### config.mk
export PLATFORM = sky130hd
export DESIGN_NAME = soc1_nios_oci_trace_monitor
export DESIGN_NICKNAME = d
export VERILOG_FILES = /design/src/rtl/soc1_nios_oci_trace_monitor.sv
export SDC_FILE = /design/constraint.sdc
export NUM_CORES = 1
export LEC_CHECK = 0
export CAP_MARGIN = 20
export CORE_UTILIZATION = 45
export DETAILED_ROUTE_END_ITERATION = 10
export GPL_ROUTABILITY_DRIVEN = 0
export GPL_TIMING_DRIVEN = 0
export SYNTH_ARGS = -nofsm -noshare
export SYNTH_HDL_FRONTEND = slang
export SYNTH_SLANG_ARGS = --single-unit
export TNS_END_PERCENT = 20
### constraint.sdc
create_clock -name i_clk -period 15.5 [get_ports i_clk]
set_clock_uncertainty 0.15 [all_clocks]
set_input_delay 3.1 -clock i_clk [delete_from_list [all_inputs] [get_ports i_clk]]
set_output_delay 3.1 -clock i_clk [all_outputs]
set_load 0.1 [all_outputs]
### src/rtl/soc1_nios_oci_trace_monitor.sv
// OCI direct-control-trace capture monitor: buffers {count, payload} words in a FWFT
// queue and sequences capture -> drain -> done. States: IDLE | CAPTURE | DRAIN | DONE.
module soc1_nios_oci_trace_monitor #(
  parameter int DATA_W  = 30,
  parameter int COUNT_W = 4,
  parameter int DEPTH   = 16,
  parameter int TOTAL_W = 16
) (
  input  logic                       i_clk,
  input  logic                       i_reset,
  input  logic                       i_arm,
  input  logic                       i_dct_valid,
  input  logic [DATA_W-1:0]          i_dct_buffer,
  input  logic [COUNT_W-1:0]         i_dct_count,
  input  logic                       i_test_ending,
  input  logic                       i_rd_ready,
  output logic                       o_rd_valid,
  output logic [COUNT_W+DATA_W-1:0]  o_rd_data,
  output logic [$clog2(DEPTH):0]     o_fill_level,
  output logic                       o_capturing,
  output logic                       o_test_has_ended,
  output logic [TOTAL_W-1:0]         o_total_count,
  output logic [TOTAL_W-1:0]         o_drop_count
);
  localparam int PTR_W   = $clog2(DEPTH);
  localparam int FILL_W  = PTR_W + 1;
  localparam int ENTRY_W = COUNT_W + DATA_W;

  typedef enum logic [1:0] {ST_IDLE, ST_CAPTURE, ST_DRAIN, ST_DONE} state_t;

  state_t               r_state;
  logic [ENTRY_W-1:0]   r_mem [DEPTH];
  logic [PTR_W-1:0]     r_wr_ptr;
  logic [PTR_W-1:0]     r_rd_ptr;
  logic [FILL_W-1:0]    r_fill;
  logic                 r_rd_valid;
  logic                 r_capturing;
  logic                 r_done;
  logic [TOTAL_W-1:0]   r_total;
  logic [TOTAL_W-1:0]   r_drop;

  logic                 w_full;
  logic                 w_pop;
  logic                 w_cand;
  logic                 w_push;
  logic                 w_drop;
  logic                 w_arm_start;
  logic [FILL_W-1:0]    w_fill_nxt;
  logic [TOTAL_W:0]     w_total_sum;
  logic [TOTAL_W-1:0]   w_total_nxt;

  assign w_full      = (r_fill == FILL_W'(DEPTH));
  assign w_pop       = r_rd_valid && i_rd_ready && (r_state != ST_IDLE);
  assign w_cand      = (r_state == ST_CAPTURE) && i_dct_valid && (i_dct_count != '0);
  // A pop in the same cycle frees the slot, so a full buffer can still accept.
  assign w_push      = w_cand && (!w_full || w_pop);
  assign w_drop      = w_cand && !w_push;
  assign w_arm_start = i_arm && ((r_state == ST_IDLE) || (r_state == ST_DONE));
  assign w_total_sum = {1'b0, r_total} + (TOTAL_W+1)'(i_dct_count);
  assign w_total_nxt = w_total_sum[TOTAL_W] ? '1 : w_total_sum[TOTAL_W-1:0];

  always_comb begin
    w_fill_nxt = r_fill;
    if (w_push && !w_pop)
      w_fill_nxt = r_fill + FILL_W'(1);
    else if (!w_push && w_pop)
      w_fill_nxt = r_fill - FILL_W'(1);
  end

  always_ff @(posedge i_clk) begin
    if (w_push)
      r_mem[r_wr_ptr] <= {i_dct_count, i_dct_buffer};
  end

  always_ff @(posedge i_clk) begin
    if (i_reset) begin
      r_state     <= ST_IDLE;
      r_wr_ptr    <= '0;
      r_rd_ptr    <= '0;
      r_fill      <= '0;
      r_rd_valid  <= 1'b0;
      r_capturing <= 1'b0;
      r_done      <= 1'b0;
      r_total     <= '0;
      r_drop      <= '0;
    end else if (w_arm_start) begin
      r_state     <= ST_CAPTURE;
      r_wr_ptr    <= '0;
      r_rd_ptr    <= '0;
      r_fill      <= '0;
      r_rd_valid  <= 1'b0;
      r_capturing <= 1'b1;
      r_done      <= 1'b0;
      r_total     <= '0;
      r_drop      <= '0;
    end else begin
      if (w_push) begin
        r_wr_ptr <= r_wr_ptr + PTR_W'(1);
        r_total  <= w_total_nxt;
      end
      if (w_pop)
        r_rd_ptr <= r_rd_ptr + PTR_W'(1);
      if (w_drop && (r_drop != '1))
        r_drop <= r_drop + TOTAL_W'(1);
      r_fill     <= w_fill_nxt;
      r_rd_valid <= (w_fill_nxt != '0);
      case (r_state)
        ST_CAPTURE: if (i_test_ending) begin
          r_state     <= ST_DRAIN;
          r_capturing <= 1'b0;
        end
        // Uses the post-pop level so the last pop and the DONE entry share an edge.
        ST_DRAIN: if (w_fill_nxt == '0) begin
          r_state <= ST_DONE;
          r_done  <= 1'b1;
        end
        default: ;
      endcase
    end
  end

  assign o_rd_valid       = r_rd_valid;
  assign o_rd_data        = r_mem[r_rd_ptr];
  assign o_fill_level     = r_fill;
  assign o_capturing      = r_capturing;
  assign o_test_has_ended = r_done;
  assign o_total_count    = r_total;
  assign o_drop_count     = r_drop;
endmodule

## Word level (Yosys, flattened, before mapping)

Memories as Yosys holds them, arrays and structs flattened. A register that Yosys moved wholly into a read port is not among the register bits.
Index checks and enable logic that the tools add are counted.
W data, S select, Z words.

| storage, ports and cells | value |
|---|---|
| bits in registers | 50 |
| RAM bits | 544 |
| input port bits | 40 |
| output and inout bits | 74 |
| word-level logic and storage cells | 69 |
| memories kept | 1 |

| cells by class | value |
|---|---|
| add/sub/neg operators | 6 |
| eq/ne operators | 9 |
| multiplexer cells | 14 |
| reduce and logical (&&, ||, !) cells | 29 |

Memories:

| name | words | bits a word | read ports | clocked after memory_dff | wr ports | line | RTL |
|---|---|---|---|---|---|---|---|
| r_mem | 16 | 34 | 1 | 1 | 1 | 32 | `logic [ENTRY_W-1:0] r_mem [DEPTH];` |

Operator list:

| kind | number |
|---|---|
| $add A16 B4 Y17 | 1 |
| $add A16 B1 Y16 const B | 1 |
| $mux W16 | 1 |
| $ne A16 B16 Y1 const B | 1 |
| $logic_and A1 B1 Y1 | 10 |
| $mux W5 | 2 |
| $add A4 B1 Y4 const B | 2 |
| $mux W4 | 2 |
| $reduce_bool A2 Y1 | 4 |
| $mux W1 | 6 |
| $ne A3 B3 Y1 const B | 2 |
| $reduce_and A3 Y1 | 2 |
| $add A5 B1 Y5 const B | 1 |
| $eq A5 B5 Y1 const B | 1 |
| $logic_not A5 Y1 | 1 |
| $reduce_bool A5 Y1 | 1 |
| $sub A5 B1 Y5 const B | 1 |
| $eq A2 B2 Y1 const B | 2 |
| $mux W2 | 2 |
| $ne A2 B2 Y1 const B | 2 |
| $pmux W2 S2 | 1 |
| $reduce_and A2 Y1 | 2 |
| $reduce_bool A4 Y1 | 1 |
| $logic_not A1 Y1 | 3 |
| other kinds (5) | 6 |

## Depth between registers and ports, before layout

| logic depth | value |
|---|---|
| word-level depth | 12 |
| mapped depth | 9 |
| gate-level depth less buffers | 9 |

## Least setup slack after synthesis

OpenSTA, ideal clock, no wires.

| timing | value |
|---|---|
| path kind | input to register |
| from | input port i_rd_ready |
| to | memory r_mem[2][0] in the netlist's numbering, enable pin |
| library setup time | 0.467 ns |
| data arrival time | 6.527 ns |
| slack | 8.355 ns |
| stages on the path | 6 |
| path buffers | 2 |
| cell sequence | nand3b_1 a211oi_1 buf_2 buf_1 nand2_1 nor3_1 |

| on the way | value |
|---|---|
| cells in the longest elaborated chain, start to end | 6 |

Ends and longest elaborated chain:

| element | line | RTL |
|---|---|---|
| start: declaration | 16 | `input logic i_rd_ready,` |
| $logic_and A1 B1 Y1 (2 in a row) | 53 | `assign w_pop = r_rd_valid && i_rd_ready && (r_state != ST_IDLE);` |
| $logic_or A1 B1 Y1 | 56 | `assign w_push = w_cand && (!w_full \|\| w_pop);` |
| $logic_and A1 B1 Y1 | 56 |  |
| $mux W1 | 71 | `if (w_push)` |
| $mux W1 (not written as such) | 72 | `r_mem[r_wr_ptr] <= {i_dct_count, i_dct_buffer};` |
| end: declaration | 32 |  |

Every way passes these cells.

==> metrics.txt <==
status=complete, no violations; gr ovfl total=0; Worst Path Required=between 10 and 15 ns; Peak VDD IR=0.0905 mV; Crit path arrival time=4.88 ns; number of CTS-inserted buffers=61; Syn Nets=around 1100; Synth top area share=approximately 70%; CTS clk-pin slew, worst paths=0.06 ns; setup tns final=0 ns; worst r2r path cells=11; Finished Cell Area=roughly 28000 sq um; CTS tree=done; Syn Area/Cell=~21 sq um; initial antenna violation count=1; post-DR wirelength/cell=25.3 um; worst hold start=o_test_has_ended; sequential share of the synthesized area=75.3%; relative slew slack=30.6%; number of global-route vias before repair=11911; number of failing hold endpoints at the final stage=0; Initial Utilization=45.8%; Top FF cell, synth=edfxtp_1; WHS Path Cells=2; part of the power in registers=50.6%; full die area=52300 sq um; routed wl met3=2550 um; DP HPWL=about 32000 um; fin crit period=8.13 ns; max-slew violations=0; Inserted Diodes=0; largest net degree at the start of global routing=23; Worst Hold Class=register to register; clock share of power=roughly 40%; Die Ht=229 um; die width=229 um; DR pass1 iterations=4; Routed WL=51300 um; Clock Tree Buf Depth=3; Placed Cells=1909; reg2reg setup slack=11.43 ns; Critical Path Source Type=register; Synth Warn #=0; fin util=a little over half; Nets=1360; most frequent cells in the layout=edfxtp_1 (544), mux4_2 (170), clkdlybuf4s50_1 (113); FF-to-FF End=r_mem[2][24]; met2 wire len=25400 um; IO Port Bufs=113; slew at the pin closest to its max-slew limit=about 1.0 ns; CTS Root Cell=clkbuf_16; Multi-input gate area=5580 sq um; DRT met1 WL=22500 um; Via density=5.64; core box area=approximately 50000 sq um; Tot GR Track Use=between 20% and 30%; Synth Instances=approximately 1100; Mapped Area=23100 sq um; non-filler cells, final=2024; row cnt=82; largest cells by area after synthesis=edfxtp_1 (71%), mux4_2 (17%), dfxtp_1 (4.7%); Clk Latency, worst-skew pair=between 0.6 and 0.7 ns; CTS resizes=0; Worst setup EP type=primary output; switching power total=0.849 mW; fill count=approximately 3900; Final ANT Viol Nets=0; top sig layer=met5; crit-path max FO=10; 1st-iter DRT viols=between 800 and 900; worst hold path endpoint=o_test_has_ended; EDFF count, synth=544; sw frac=24.0%; Distinct cells, synth=54; flops & latches, synth=~600; Setup violations, final=0; Final period util=52.5%; Ports=114; share of layout cells above drive strength 1=24.0%; commonest non-fill, non-tap cell in the layout=edfxtp_1; DRC viols=0; internal power=2.69 mW; leading area contributor after synthesis=edfxtp_1; Logic pwr share=9.6%; Async S/R FF share, synth=0%; RR Startpoint=o_fill_level[1]; Static Leak=8.46 nW; worst setup path category=register to primary output; # H-tree levels=2; clk sinks=598; maxcap violations=0; Post CTS Setup Buffer Count=0; via count=11417; RSZ-0062 raised after global routing=no; post-cts hold buffer count=0; first-pass GRT wire length=about 77000 um; Register Area=17400 sq um; Fmax achieved=~120 MHz; Power Dens Cells=127 nW/um^2; Placed Area=about 26000 sq um; Area Growth Syn to Fin=19.9%
[registers in the layout, indices dropped and copies added (netlist names), named ones only]
| name | cells |
|---|---|
| o_capturing | 1 |
| o_drop_count | 16 |
| o_fill_level | 5 |
| o_rd_valid | 1 |
| o_test_has_ended | 1 |
| o_total_count | 16 |
| r_mem | 544 |
| r_rd_ptr | 4 |
| r_state | 2 |
| r_wr_ptr | 4 |
[metrics by stage]
stage          power [mW]  hold WS (ns)  setup slack (ns)
4_1_cts              3.57         0.325              7.31
2_1_floorplan        2.06         0.318              8.36
3_5_place_dp         2.17         0.316              7.99
5_1_grt              3.65         0.349              7.19
6_report             3.54         0.321              7.37
3_3_place_gp         2.16         0.304              3.91
[how the worst max path moves through the flow]
stage,startpoint,endpoint,depth (start not counted)
CTS,register,o_rd_data[4],6
global placement,i_dct_count[0],r_mem[2][19],7
finish,register,o_rd_data[4],6
floorplan,i_rd_ready,r_mem[2][0],6
global route,register,o_rd_data[4],6
detailed placement,register,o_rd_data[4],6
[power by group through the flow]
stage                     combinational [mW]  clock [mW]  sequential, mW
after global placement                 0.330           0            1.83
after global routing                   0.358        1.50            1.79
after CTS                              0.342        1.43            1.79
final                                  0.338        1.41            1.79
after detailed placement               0.341           0            1.83
after floorplan                        0.198           0            1.86
[area by class of cell]
class                   count  share of cell area (%)
flip-flops and latches    598                    62.8
multi-input cells         430                    20.1
repair buffers            148                    6.27
clock buffers              69                    5.61
well taps                 672                    3.03
clock inverters            42                    1.30
plain buffers              48                   0.681
inverters                  17                   0.230
[synthesized netlist by cell type, types with 3 or more instances]
cell type,number
o22ai_1,4
o211a_1,4
nand2_1,27
mux4_2,170
buf_2,7
or3_1,8
xnor2_1,15
xor2_1,8
and2_1,6
nand3_1,14
nor4_1,5
and3_1,5
edfxtp_1,544
dfxtp_1,54
ha_1,15
a31oi_1,3
a21oi_1,23
o21ai_0,14
inv_1,17
clkbuf_1,33
buf_1,8
nor2_1,47
nand4_1,5
nor3_1,16
[kinds of logic after synthesis]
kind of cell	synth area share, %
AO/OA/AOI/OAI	1.78
XOR/XNOR	0.871
adder cells (fa/ha/maj)	0.898
buffers and inverters	1.09
flip-flops	75.3
multiplexers	16.5
AND/OR/NAND/NOR	3.54
[metal layers]
metal,vias to the layer above,GRT usage (%)
met1,6085,28.1
met5,-,0
met2,282,33.2
met4,2,4.22
met3,66,3.53
li1,4982,-
[critical path, cell delays in order (launching register included)]
cell and delay [ns]:
dfxtp_1 0.31, clkbuf_1 0.65, clkbuf_1 0.58, clkbuf_1 0.77
mux4_2 0.41, mux4_2 0.54, clkdlybuf4s50_1 1.00
No activity file was read; power rests on OpenSTA's default activity.
==> patch 1, RTL diff (same settings) <==
Set the parameter `DEPTH` to 8 (it was 16).
--- a/src/rtl/soc1_nios_oci_trace_monitor.sv
+++ b/src/rtl/soc1_nios_oci_trace_monitor.sv
@@ -3,7 +3,7 @@
 module soc1_nios_oci_trace_monitor #(
   parameter int DATA_W  = 30,
   parameter int COUNT_W = 4,
-  parameter int DEPTH   = 16,
+  parameter int DEPTH   = 8,
   parameter int TOTAL_W = 16
 ) (
   input  logic                       i_clk,
Ports: changed (resized o_fill_level); port bits go from 114 to 113. No check against the original RTL was run, so the function may have changed too.
==> patch 1 against the unedited design <==
- cell area shrank 43%
- synthesized cell count shrank 38%
- first-iteration DRC count shrank 43%
- register-to-register slack gained 0.19 ns
- via count shrank 40%
- synthesized area shrank 45%
- sequential cell count shrank 276
- count of clock-buffer cells in the layout shrank 26
- combinational power grew 18%
- setup slack gained 0.83 ns
- non-clock buffer count shrank 19
- total power shrank 38%
- wire length shrank 47%
- global-route usage shrank 0.95 points
==> patch 1: results (changes against the unedited design) <==
| Metric | Value |
|---|---|
| Pre-antenna DRT Iters | 5 (+1) |
| Status | finished, final reports clean |
| Clk_lat worst skew | 0.50 ns (-0.13 ns) |
| # fillers | 2113 (-46%) |
| Static Leak | 0.00518 µW (-39%) |
| Syn Nets | 736 (-36%) |
| Net switching power | 610 µW (-28%) |
| Post-synth EDFFs | 272 (-50%) |
| Vias in the first global route | 7312 (-39%) |
| Layout cells sized above 1 | 24.9% (+0.90 points) |
| F_max | 0.137 GHz (+11%) |
| Overall routing resource usage | 19.2% (-0.95 points) |
| Max_slew headroom | 29.1% (-1.5 points) |
| Largest net degree at the start of global routing | 25 (+8.7%) |
| Worst vdd ir | 107 µV (+18%) |
| Avg WL per Cell | 21.2 µm (-16%) |
| Worst EP arrival | 4.06 ns (-0.82 ns) |
| CTS sink cnt | 322 (-46%) |
| Setup slack, reg-to-reg | 11.62 ns (+0.19 ns) |
| Vias per cell | 5.40 (-4.2%) |
| First DRT Iteration DRCs | 493 (-43%) |
| CTS Buf Count | 34 (-44%) |
| Seq/Total Area, Yosys | 72.1% (-3.2 points) |
| Top cells by area, synth | edfxtp_1 64%, mux4_2 12%, dfxtp_1 7.9%, mux2_2 3.1%, ha_1 1.2% |
| Flip-flop count of the largest register after layout | 272 (-50%) |
| Yosys cell types | 51 (-5.6%) |
| Critical Path Fanout Max | 10 (unchanged) |
| Global-route wire length before repair | 41.3 mm (-46%) |
| IO buf count | 112 (-0.88%) |
| Final Net Count | 920 (-32%) |
| Initial antenna violation count | 2 (+1) |
| Top cells by count, synth | 272 x edfxtp_1, 68 x mux4_2, 50 x dfxtp_1 |
-- patch 1: changes by cell type in the layout (fill, tap and decap cells not counted), sizes merged, moves of 9 or more --
| cell | unedited run | this run |
|---|---|---|
| clkinv | 28 | 14 |
| inv | 18 | 7 |
| clkbuf | 102 | 64 |
| mux2 | 0 | 35 |
| mux4 | 170 | 68 |
| edfxtp | 544 | 272 |
| xor2 | 8 | 17 |
| a21oi | 23 | 13 |
-- patch 1: path summary, 6_finish.rpt --
check                                 from                            end  cells after the start
min          o_test_has_ended$_SDFFE_PP0P_  o_test_has_ended$_SDFFE_PP0P_                      2
max reg2reg     o_fill_level[0]$_SDFF_PP0_         r_mem[4][31]$_DFFE_PP_                      9
min reg2reg  o_test_has_ended$_SDFFE_PP0P_  o_test_has_ended$_SDFFE_PP0P_                      2
max                              flip-flop                  o_rd_data[24]                      6
-- patch 1: area by class of cell --
class                      count  area, µm²  area share, %
antenna                        1       2.50         0.0158
sequential                   322       9170           57.8
inverter                       7       26.3          0.166
timing repair buffer         148       1480           9.34
clock inverter                19        191           1.21
tap                          378        473           2.98
buffer                        29        116          0.733
multi-input combinational    325       3460           21.8
clock buffer                  43        958           6.04
-- patch 1: metrics by stage --
step | cells | power (µW) | hold WS [ns] | instance area (µm²) | setup WS (ns)
floorplan | 683 | 1290 | 0.304 | 12700 | 7.44
global placement | 1173 | 1390 | 0.309 | 14300 | 2.86
detailed placement | 1209 | 1400 | 0.319 | 14700 | 8.69
CTS | 1271 | 2230 | 0.329 | 15900 | 8.11
global route | 1271 | 2280 | 0.339 | 15900 | 8.05
finish | 1272 | 2210 | 0.328 | 15900 | 8.19
-- patch 1: power groups by stage --
stage	Clock, µW	Combinational (µW)	Sequential (µW)
global route	875	422	987
floorplan	0	248	1050
CTS	844	404	984
global placement	0	385	1010
detailed placement	0	402	1000
finish	825	400	984
-- patch 1: worst max-delay path, delay by kind of cell (launching register included) --
family	cells	cell delay, ns
buffers and inverters	4	2.57
DFF	1	0.31
muxes	2	0.68
-- patch 1: cells by family (layout without fill, tap and decap cells) --
logic type | Yosys count | in the layout | share of synthesized area (%)
other cells | 0 | 1 | 0
buf+inv | 36 | 246 | 1.12
simple gates | 139 | 139 | 5.93
mux | 105 | 105 | 15.3
xor+xnor | 24 | 24 | 1.65
flops | 322 | 322 | 72.1
fa+ha+maj | 13 | 13 | 1.34
compound gates | 44 | 44 | 2.59
-- patch 1: layer usage --
metal	global-route usage, %	vias up	wire length (µm)
met5	0	-	13
met4	4.97	2	442
met3	4.02	39	1490
met2	32.6	204	13300
met1	25.0	3506	11700
li1	-	3124	-
==> patch 2, RTL diff (config.mk and constraints unchanged) <==
Without the edit above. Re-encode `state_t` (4 states) as Gray code, 2 bits wide.
--- a/src/rtl/soc1_nios_oci_trace_monitor.sv
+++ b/src/rtl/soc1_nios_oci_trace_monitor.sv
@@ -26,7 +26,7 @@
   localparam int FILL_W  = PTR_W + 1;
   localparam int ENTRY_W = COUNT_W + DATA_W;
 
-  typedef enum logic [1:0] {ST_IDLE, ST_CAPTURE, ST_DRAIN, ST_DONE} state_t;
+  typedef enum logic [1:0] {ST_IDLE = 2'b00, ST_CAPTURE = 2'b01, ST_DRAIN = 2'b11, ST_DONE = 2'b10} state_t;
 
   state_t               r_state;
   logic [ENTRY_W-1:0]   r_mem [DEPTH];
Check against the original RTL: no difference found for any inputs over 4 cycles, from zero or initial values and one cycle with i_reset high; so few cycles prove little.
==> patch 2 against the unedited design <==
- sequential cell count did not move
- setup slack improved by 0.043 ns
- wire length fell by 0.27%
- non-clock buffer count rose by 7
- cell area rose by 0.38%
- synthesized area fell by 0.16%
Power is not compared: it rests on default switching activity, and its combinational part moved more than twofold at a synthesized area within 25%.
==> patch 2: results (changes against the unedited design) <==
| Metric | Value |
|---|---|
| Seq/Total Area, Yosys | 75.4% (+0.12 points) |
| Top cells by area, synth | edfxtp_1 71%, mux4_2 17%, dfxtp_1 4.7%, nor2_1 1.0%, ha_1 0.65% |
| Vias per cell | 5.64 (about the same) |
| Yosys cell types | 59 (+9.3%) |
| Pre-antenna DRT Iters | 5 (+1) |
| Status | finished, final reports clean |
| Vias in the first global route | 11844 (-0.56%) |
| Top cells by count, synth | 544 x edfxtp_1, 170 x mux4_2, 63 x nor2_1 |
| Post-DP HPWL | 32.3 mm (+0.96%) |
| First DRT Iteration DRCs | 1026 (+18%) |
| Worst EP arrival | 4.84 ns (-0.04 ns) |
| Register-to-Register Path Depth | 9 (-2) |
| Global-route wire length before repair | 76.8 mm (about the same) |
| Tmin final | 8.09 ns (-0.0426 ns) |
| Final Net Count | 1353 (-0.51%) |
| Min-Delay Path Depth | 2 (unchanged) |
| Syn Nets | 1137 (-1.0%) |
| Critical Path Fanout Max | 10 (unchanged) |
| Drt total wl | 51.1 mm (-0.27%) |
| Layout cells sized above 1 | 24.8% (+0.79 points) |
| Largest net degree at the start of global routing | 21 (-8.7%) |
| Overall routing resource usage | 20.1% (+0.038 points) |
| CTS Buf Count | 60 (-1.6%) |
| Post-placement setup slack | 8.11 ns (+0.113 ns) |
| Max_slew headroom | 31.5% (+0.88 points) |
-- patch 2: where the power goes --
part	internal [µW]	switching, µW
Combinational	41.2	89.4
Sequential	1760	3.81
Clock	886	599
-- patch 2: area by class of cell --
class	count	share of cell area, %
Clock inverter	34	1.49
Buffer	49	0.728
Timing Repair Buffer	154	6.34
Tap cell	672	3.02
Sequential cell	598	62.5
Multi-Input combinational cell	421	19.9
Inverter	16	0.216
Clock buffer	77	5.81
-- patch 2: worst paths after layout --
path,startpoint,end,slack [ns]
max reg2reg,o_fill_level[0]$_SDFF_PP0_,r_mem[2][23]$_DFFE_PP_,11.63
max,flip-flop,o_rd_data[3],7.41
min reg2reg,o_capturing$_SDFFE_PP0P_,o_capturing$_SDFFE_PP0P_,0.33
min,o_capturing$_SDFFE_PP0P_,o_capturing$_SDFFE_PP0P_,0.33
-- patch 2: cells by family after synthesis --
group           Yosys count  share of synthesized area, %
compound gates           55                          1.70
mux                     173                          16.7
flops                   598                          75.4
simple gates            153                          3.30
buf+inv                  65                          1.14
fa+ha+maj                13                         0.737
xor+xnor                 27                          1.02
-- patch 2: worst max-delay path, cell delays in order (launching register included) --
cell	delay [ns]
dfxtp_1	0.31
clkbuf_1	0.67
clkbuf_1	0.58
buf_1	0.71
mux4_2	0.41
mux4_2	0.54
clkdlybuf4s50_1	1.00
-- patch 2: through the flow --
step                      util [%]  area, µm²  hold WS [ns]  power [µW]  cells
after floorplan                  -      23100         0.318        1880   1084
after global placement        49.8      25100         0.327        1930   1869
after detailed placement      51.1      25800         0.331        1930   1905
after CTS                     55.2      27800         0.341        3420   2016
after global routing          55.3      27900         0.380        3480   2021
final                         55.3      27900         0.334        3380   2021
-- patch 2: layer usage --
| metal | wire length (µm) | track usage (%) | part of all wire [%] | up-vias |
|---|---|---|---|---|
| met3 | 2580 | 3.03 | 5.1 | 65 |
| li1 | - | - | - | 4955 |
| met5 | 12 | 0 | 0.023 | - |
| met2 | 24800 | 32.3 | 49 | 328 |
| met1 | 22900 | 29.0 | 45 | 6040 |
| met4 | 830 | 5.33 | 1.6 | 2 |
